$ cat src/rtl/spike_expand_serializer.sv
// spike_expand_serializer
// Registers one N_CH-bit spike vector per input handshake and streams it out
// as N_CH/LANES beats of LANES channels. Each spike bit is widened into an
// OUT_W-bit all-ones or all-zeros mask for the weight-masking datapath.
// Optional feature macro: SPIKE_EXPAND_SKIP_ZERO_GROUP_EN -- when defined,
// groups whose spike bits are all zero are not emitted, and an all-zero
// vector is absorbed without producing any beats.
module spike_expand_serializer #(
   parameter int  N_CH  = 64,
   parameter int  OUT_W = 8,
   parameter int  LANES = 8,
   localparam int G     = N_CH / LANES,
   localparam int GRP_W = (G > 1) ? $clog2(G) : 1
) (
   input  logic                   clk,
   input  logic                   rst,
   input  logic                   in_valid,
   output logic                   in_ready,
   input  logic [N_CH-1:0]        in_spikes,
   output logic                   out_valid,
   input  logic                   out_ready,
   output logic [LANES*OUT_W-1:0] out_data,
   output logic [GRP_W-1:0]       out_group,
   output logic                   out_last,
   output logic [15:0]            vec_cnt
);

   localparam logic [0:0] ST_IDLE = 1'b0;
   localparam logic [0:0] ST_SEND = 1'b1;

   logic [0:0]       state_q, state_d;
   logic [N_CH-1:0]  vec_q, vec_d;
   logic [GRP_W-1:0] grp_q, grp_d;
   logic [15:0]      vec_cnt_q, vec_cnt_d;

   logic [LANES-1:0] sel_bits;
   logic [GRP_W-1:0] next_grp;
   logic [GRP_W-1:0] first_grp;
   logic             in_any;
   logic             last_grp;
   logic             beat_done;
   logic             vec_done;
   logic             accept;

   // Pick the spike bits of the group currently being emitted.
   always_comb begin
      // NOTE: every signal written in a combinational block gets a default
      // first, so no path can leave it unassigned and infer a latch.
      sel_bits = '0;
      for (int g = 0; g < G; g++) begin
         if (grp_q == GRP_W'(g)) sel_bits = vec_q[g*LANES +: LANES];
      end
   end

`ifdef SPIKE_EXPAND_SKIP_ZERO_GROUP_EN
   logic [G-1:0] grp_nz;
   logic [G-1:0] in_nz;

   // Priority search for the next nonzero group of the held vector and the
   // first nonzero group of the incoming vector.
   always_comb begin
      grp_nz    = '0;
      in_nz     = '0;
      next_grp  = grp_q;
      first_grp = '0;
      last_grp  = 1'b1;
      in_any    = 1'b0;
      for (int g = 0; g < G; g++) begin
         grp_nz[g] = |vec_q[g*LANES +: LANES];
         in_nz[g]  = |in_spikes[g*LANES +: LANES];
      end
      // Descending scan: the lowest qualifying index is written last and wins.
      for (int g = G - 1; g >= 0; g--) begin
         if (grp_nz[g] && (g > int'(grp_q))) begin
            next_grp = GRP_W'(g);
            last_grp = 1'b0;
         end
         if (in_nz[g]) begin
            first_grp = GRP_W'(g);
            in_any    = 1'b1;
         end
      end
   end
`else
   // Every group is emitted in order; the last one is simply index G-1.
   always_comb begin
      next_grp  = grp_q + GRP_W'(1);
      first_grp = '0;
      in_any    = 1'b1;
      last_grp  = (grp_q == GRP_W'(G - 1));
   end
`endif

   assign out_valid = (state_q == ST_SEND);
   assign out_group = grp_q;
   assign out_last  = out_valid & last_grp;
   assign beat_done = out_valid & out_ready;
   assign vec_done  = beat_done & out_last;
   assign in_ready  = ~out_valid | vec_done;
   assign accept    = in_valid & in_ready;
   assign vec_cnt   = vec_cnt_q;

   // Widen each selected spike bit into a full lane mask; all zero when idle.
   always_comb begin
      out_data = '0;
      for (int i = 0; i < LANES; i++) begin
         out_data[i*OUT_W +: OUT_W] = {OUT_W{sel_bits[i] & out_valid}};
      end
   end

   // Next-state: advance group, retire vector, capture a new vector.
   always_comb begin
      state_d   = state_q;
      vec_d     = vec_q;
      grp_d     = grp_q;
      vec_cnt_d = vec_cnt_q;
      if (vec_done) begin
         state_d   = ST_IDLE;
         grp_d     = '0;
         vec_cnt_d = vec_cnt_q + 16'd1;
      end else if (beat_done) begin
         grp_d = next_grp;
      end
      if (accept) begin
         vec_d = in_spikes;
         if (in_any) begin
            state_d = ST_SEND;
            grp_d   = first_grp;
         end else begin
            // Nothing to emit: the vector counts as delivered immediately.
            vec_cnt_d = vec_cnt_d + 16'd1;
         end
      end
   end

   // Control registers with synchronous active-high reset.
   always_ff @(posedge clk) begin
      // NOTE: state registers use non-blocking assignments so every register
      // samples its pre-edge value regardless of block evaluation order.
      if (rst) begin
         state_q   <= ST_IDLE;
         grp_q     <= '0;
         vec_cnt_q <= '0;
      end else begin
         state_q   <= state_d;
         grp_q     <= grp_d;
         vec_cnt_q <= vec_cnt_d;
      end
   end

   // Held spike vector: pure data, loaded only on accept.
   always_ff @(posedge clk) begin
      // NOTE: the vector register is deliberately not reset; out_data is
      // gated by out_valid, so stale or unknown bits never reach the output.
      vec_q <= vec_d;
   end

endmodule

$ cat config.mk
export PLATFORM = sky130hd
export DESIGN_NAME = spike_expand_serializer
export DESIGN_NICKNAME = d
export VERILOG_FILES = /design/src/rtl/spike_expand_serializer.sv
export SDC_FILE = /design/constraint.sdc
export NUM_CORES = 1
export LEC_CHECK = 0
export CAP_MARGIN = 20
export CORE_MARGIN = 4
export CORE_UTILIZATION = 30
export CTS_BUF_LIST = sky130_fd_sc_hd__clkbuf_2 sky130_fd_sc_hd__clkbuf_4 sky130_fd_sc_hd__clkbuf_8
export DETAILED_ROUTE_END_ITERATION = 8
export PLACE_DENSITY = 0.6
export SYNTH_ARGS = -nofsm -noshare
export SYNTH_HDL_FRONTEND = slang
export SYNTH_SLANG_ARGS = --single-unit
$ cat constraint.sdc
create_clock -name clk -period 4.9 [get_ports clk]
set_input_delay 0.98 -clock clk [delete_from_list [all_inputs] [get_ports clk]]
set_output_delay 0.98 -clock clk [all_outputs]
set_load 0.05 [all_outputs]
; Word-level counts from Yosys, hierarchy flattened
; Cells that the tools add are included.
[classes]
add_sub_neg = 2
eq_ne = 7
mux = 10
bitwise_logic = 14
n_reduce_logical = 3
[op_table]
columns = cell, n
row1 = $mux W8, 8
row2 = $add A16 B1 Y16 const B, 1
row3 = $and A1 B1 Y1, 12
row4 = $eq A3 B3 Y1 const B, 4
row5 = $eq A3 B2 Y1 const B, 2
row6 = $add A3 B1 Y3 const B, 1
row7 = $eq A3 B1 Y1 const B, 1
row8 = $logic_not A3 Y1, 1
row9 = $reduce_or A3 Y1, 1
row10 = $mux W1, 2
row11 = $reduce_bool A2 Y1, 1
row12 = $not A1 Y1, 1
row13 = $or A1 B1 Y1, 1
[word_totals]
reg_bits = 84
input_bits = 68
out_inout_bits = 86
elab_cells = 40

; Logic depth before layout (Yosys ltp)
[logic_depth]
ltp_word = 10
depth_mapped = 10
mapped_depth_nobuf = 6

; Worst setup path before layout
; Ideal clock, no wire load.
[synth_timing]
path_kind = reg2reg
from = reg grp_q[1], in the netlist out_group[1]
to = reg vec_q[0], enable pin
setup_time_ns = 0.493
arrival_ns = 4.258
slack_ns = 0.149
path_stages_with_launch = 6
path_buffers = 1
period_less_slack_ns = 4.751
cell_sequence = dfxtp_1 > ha_1 > ha_1 > clkbuf_8 > a21boi_0 > nor2b_1
[synth_between]
elab_chain_cells = 5
[synth_lines]
columns = element, line_no
row1 = from (decl), 33  ; logic [GRP_W-1:0] grp_q, grp_d;
row2 = from (signal assigned), 146  ; grp_q <= grp_d;
row3 = $eq A3 B3 Y1, 90  ; last_grp = (grp_q == GRP_W'(G - 1));
row4 = $and A1 B1 Y1, 96  ; assign out_last = out_valid & last_grp;
row5 = $and A1 B1 Y1, 98  ; assign vec_done = beat_done & out_last;
row6 = $or A1 B1 Y1, 99  ; assign in_ready = ~out_valid | vec_done;
row7 = $and A1 B1 Y1, 100  ; assign accept = in_valid & in_ready;
row8 = named net accept, 43  ; logic accept;
row9 = to (signal assigned), 155  ; vec_q <= vec_d;
row10 = to (decl), 32  ; logic [N_CH-1:0] vec_q, vec_d;
; The timed path passes the listed nets, and every way through them passes these cells.
; A chain may end at the register's enable or synchronous reset.

; Final worst setup path
[layout_timing]
from = reg grp_q[1], in the netlist out_group[1]
to = out out_data[40]
[layout_between]
elab_chain_cells = 10
[layout_lines]
columns = element, line_no
row1 = $logic_not A3 Y1, 51  ; if (grp_q == GRP_W'(g)) sel_bits = vec_q[g*LANES +: LANES];
row2 = $mux W8 (7 in series), 51
row3 = $mux W8 (*), 51
row4 = $and A1 B1 Y1 (*), 107  ; out_data[i*OUT_W +: OUT_W] = {OUT_W{sel_bits[i] & out_valid}};
row5 = to (decl), 22  ; output logic [LANES*OUT_W-1:0] out_data,
; Every way passes the cells marked *; elsewhere a longest branch is shown, timed or not.

==> impl_metrics.csv <==
group,metric,value,unit
worst_setup_path,worstPathArrival,3.37,ns
worst_setup_path,worst_r2r_path_depth,5,
worst_setup_path,start_kind,"flop",
clocking,numCtsBuffers,9,
timing,period_share,0.8886,
power_and_ir_drop,leakage,1.856,nW
cells_and_area,drive_above_1_share,0.05991,
min_path,hold_start,"vec_cnt[14]",
power_and_ir_drop,internal-power,1.128,mW
floorplanning,placeableCoreArea,12820,sq um
grt,grt_use_total,0.1362,
power_and_ir_drop,combPwrFrac,0.221,
clocking,cts-resized-gates,0,
clocking,worst_setup_hold_path_clk_slew,0.09,ns
routing,routed_wire_length,10250,microns
cells_and_area,end_of_flow_core_utilization,0.4251,
worst_setup_path,worstReg2RegEnd,"vec_q[40]",
worst_setup_path,start_to_end_type_of_the_worst_setup_path,"flop to primary output",
power_and_ir_drop,total_power,1.644,mW
timing,final-setup-viol-count,0,
worst_setup_path,worst_setup_path_end_kind,"primary output",
grt,pin_count_of_the_biggest_net_entering_global_routing,27,
clocking,ctsHtreeMaxLevel,3,
worst_setup_path,cp_max_fo,19,
min_path,worstHoldEndpoint,"vec_cnt[14]",
synthesis,synth_top_area_share,0.4823,
min_path,hold_path_depth,2,
floorplanning,design.die.area,15190,sq um
routing,routed_wire_length_per_instance,16.91,microns
power_and_ir_drop,pwr-share-seq,0.497,
timing,achievable-frequency,229.7,MHz
synthesis,yosysWarningCount,0,
min_path,hp-class,"flop to flop",
clocking,clock-root-buffer,"clkbuf_8",
cells_and_area,insertedDiodeCount,0,
placed_design,place_hpwl,7775,microns
routing,drt_pre_antenna_iters,4,
routing,via_per_inst,4.721,
timing,final.setup.tns,0,ns
cells_and_area,area_delta_synth_final,36.80,%
grt,grt.overflow.total,0,
worst_setup_path,r2r_start,"out_group[1]",
placed_design,place.detailed.instances,590,
run_status,result_of_the_run,"complete, no violations",
run,max-cap-violations,0,
synthesis,syn-cell-area,3985,sq um
synthesis,number_of_flops_mapped_to_enable_cells_by_yosys,64,
synthesis,seq_cells_post_synth,84,
synthesis,synth.avg_cell_area,12.00,sq um
timing,rsz_0062_raised_after_global_routing,"no",
routing,drt_drc_violations_left,0,
power_and_ir_drop,peakVddDrop,0.0001124,V
grt,antenna_found_initial,0,
cells_and_area,finalNonFillerCells,606,
clocking,clock_latency,0.36,ns
timing,maxSlewHeadroom,0.4899,
clocking,post_cts_buffers,0,
worst_setup_path,cpMaxStageDelayCell,"clkdlybuf4s50_1",
synthesis,cell_type_with_the_highest_aggregate_area_in_the_netlist,"edfxtp_1",
grt,first_global_vias,2932,
grt,global_route_wire_length_before_repair,15480,microns
routing,final_antenna_net_count,0,
timing,worst_tran_pin_value,0.7635,ns
worst_setup_path,setup.reg_to_reg.worst_slack,2.03,ns
cells_and_area,finalNetCount,504,
timing,hold_violations,0,
worst_setup_path,max_stage_delay,0.89,ns
floorplanning,dieHeight,123.3,microns
worst_setup_path,cp.required,3.92,ns
synthesis,postSynth.topFlopCell,"edfxtp_1",
power_and_ir_drop,switching_share,0.3137,
timing,drv_slew,0,
timing,period_minus_slack,4.354,ns
synthesis,synth_seq_area_share,0.5827,
clocking,holdBufCountCts,0,
floorplanning,initial_core_util,0.3107,
worst_setup_path,path_cells,"inv_1 -> ha_1 -> buf_4 -> nor2b_1 -> a221oi_1 -> o211ai_1 -> o2111a_1 -> clkdlybuf4s50_1",
routing,vias,2861,
placed_design,port_buffers,153,
synthesis,synthCells,332,
power_and_ir_drop,cellPowerDensity,301.5,nW/um^2
floorplanning,die_x,123.3,microns
synthesis,synthArstFlopShare,0,
floorplanning,ioPinCount,154,
floorplanning,placementRows,41,
clocking,max-clock-path-buffers,2,
timing,clock-skew-final,0.01091,ns
routing,first_iter_violations,138,
power_and_ir_drop,power.switching,0.5155,mW
synthesis,synth.area.top_cells,"edfxtp_1 48%, buf_4 11%, dfxtp_1 10%",
clocking,cts_num_sinks,84,
clocking,cts_tree,"yes",
synthesis,synth.net_count,407,
synthesis,synth.lib_cells_used.distinct,47,
power_and_ir_drop,clockPowerShare,0.282,
placed_design,place.gp.congestion,0.8516,
## Yosys cell counts, types with 3 or more instances
cell type  number
nand3_1        10
or3_1           3
nand2b_1        3
nand4_1         3
buf_4          57
o211ai_1        4
xnor2_1         5
a22oi_1         7
clkbuf_1        9
edfxtp_1       64
dfxtp_1        20
a32o_1          4
ha_1            7
nor2b_1         3
a31oi_1         4
nor2_1         19
inv_1           8
a21oi_1        10
o21ai_0        22
nand2_1        15
o22ai_1         7
xor2_1          6
o2111a_1        4
a221oi_1        5
a32oi_1         4
## cells by family after synthesis
kind of cell | Yosys count | share of synthesized area
adders and majority gates | 7 | 0.02198
and+or+nand+nor | 70 | 0.09734
DFF | 84 | 0.5827
xor gates and xnor gates | 11 | 0.02418
muxes | 3 | 0.008163
buffers and inverters | 80 | 0.1341
AOI/OAI and AO/OA | 77 | 0.1316
## registers in the layout, indices dropped and copies added (netlist names)
name,cells
vec_cnt,16
out_group,3
out_valid,1
vec_q,64
## power by group through the flow
stage / clock [mW] / sequential, mW / combinational [mW]
after floorplan: 0 / 0.832 / 0.255
after global placement: 0 / 0.833 / 0.363
after detailed placement: 0 / 0.833 / 0.367
after CTS: 0.479 / 0.817 / 0.367
after global routing: 0.511 / 0.819 / 0.382
final: 0.463 / 0.816 / 0.364
## worst max path at each step
stage,endpoint,startpoint,cells after the start,slack [ns]
6_report,out_data[40],out_group[1],8,0.55
4_1_cts,out_data[8],out_group[1],8,0.49
3_5_place_dp,out_data[8],out_group[1],8,0.91
5_1_grt,out_data[3],out_group[2],8,0.28
3_3_place_gp,out_data[8],out_group[0],7,1.02
2_1_floorplan,vec_q[0],out_group[1],5,0.15
## layout make-up
cell class / count / area, sq um
clock buffers: 9 / 123.9
inverters: 8 / 30.03
clock inverters: 7 / 55.05
well taps: 172 / 215.2
repair buffers: 158 / 1569
multi-input cells: 168 / 1136
fillers: 1219 / 7373
flip-flops and latches: 84 / 2322
## cells in the final DEF (no fill, tap or decap), drive strengths merged, types with 2 or more instances in the layout
cell type | Yosys | routed
a32o | 4 | 4
and3 | 3 | 3
edfxtp | 64 | 64
nand2b | 3 | 3
xnor2 | 5 | 5
or3 | 3 | 3
nor2b | 3 | 3
ha | 7 | 7
clkinv | 0 | 2
buf | 62 | 5
o21ai | 22 | 22
nand4 | 4 | 4
mux2 | 2 | 2
o22ai | 7 | 7
a22oi | 7 | 7
nor3 | 2 | 2
nand3 | 11 | 11
nor2 | 19 | 19
clkdlybuf4s50 | 0 | 153
nand2 | 15 | 15
o2111a | 4 | 4
a221oi | 5 | 5
a21oi | 10 | 10
and2b | 2 | 2
clkbuf | 10 | 9
o211ai | 4 | 4
inv | 8 | 12
a31oi | 4 | 4
and4 | 2 | 2
a32oi | 4 | 4
dfxtp | 20 | 20
xor2 | 6 | 6
## worst max-delay path, delay by kind of cell (launching register included)
family,cells,cell delay [ns]
compound gates,3,0.82
simple gates,1,0.42
flops,1,0.42
fa+ha+maj,1,0.18
buf+inv,3,1.18
## per-layer routing
metal,GRT usage,up-vias,part of all wire
met5,0,-,0
met4,0.05467,0,0.019
met3,0.03156,21,0.067
met2,0.2202,138,0.48
met1,0.1767,1337,0.44
li1,-,1365,-
## through the flow
step	worst slack (ns)	instance area (sq um)	hold slack, ns
CTS	0.4867	5451	0.5390
detailed placement	0.9110	5273	0.5143
global placement	1.017	5273	0.4884
global route	0.2807	5451	0.5713
floorplan	0.1491	3985	0.7074
finish	0.5458	5451	0.5291
(Power assumes the default switching activity.)
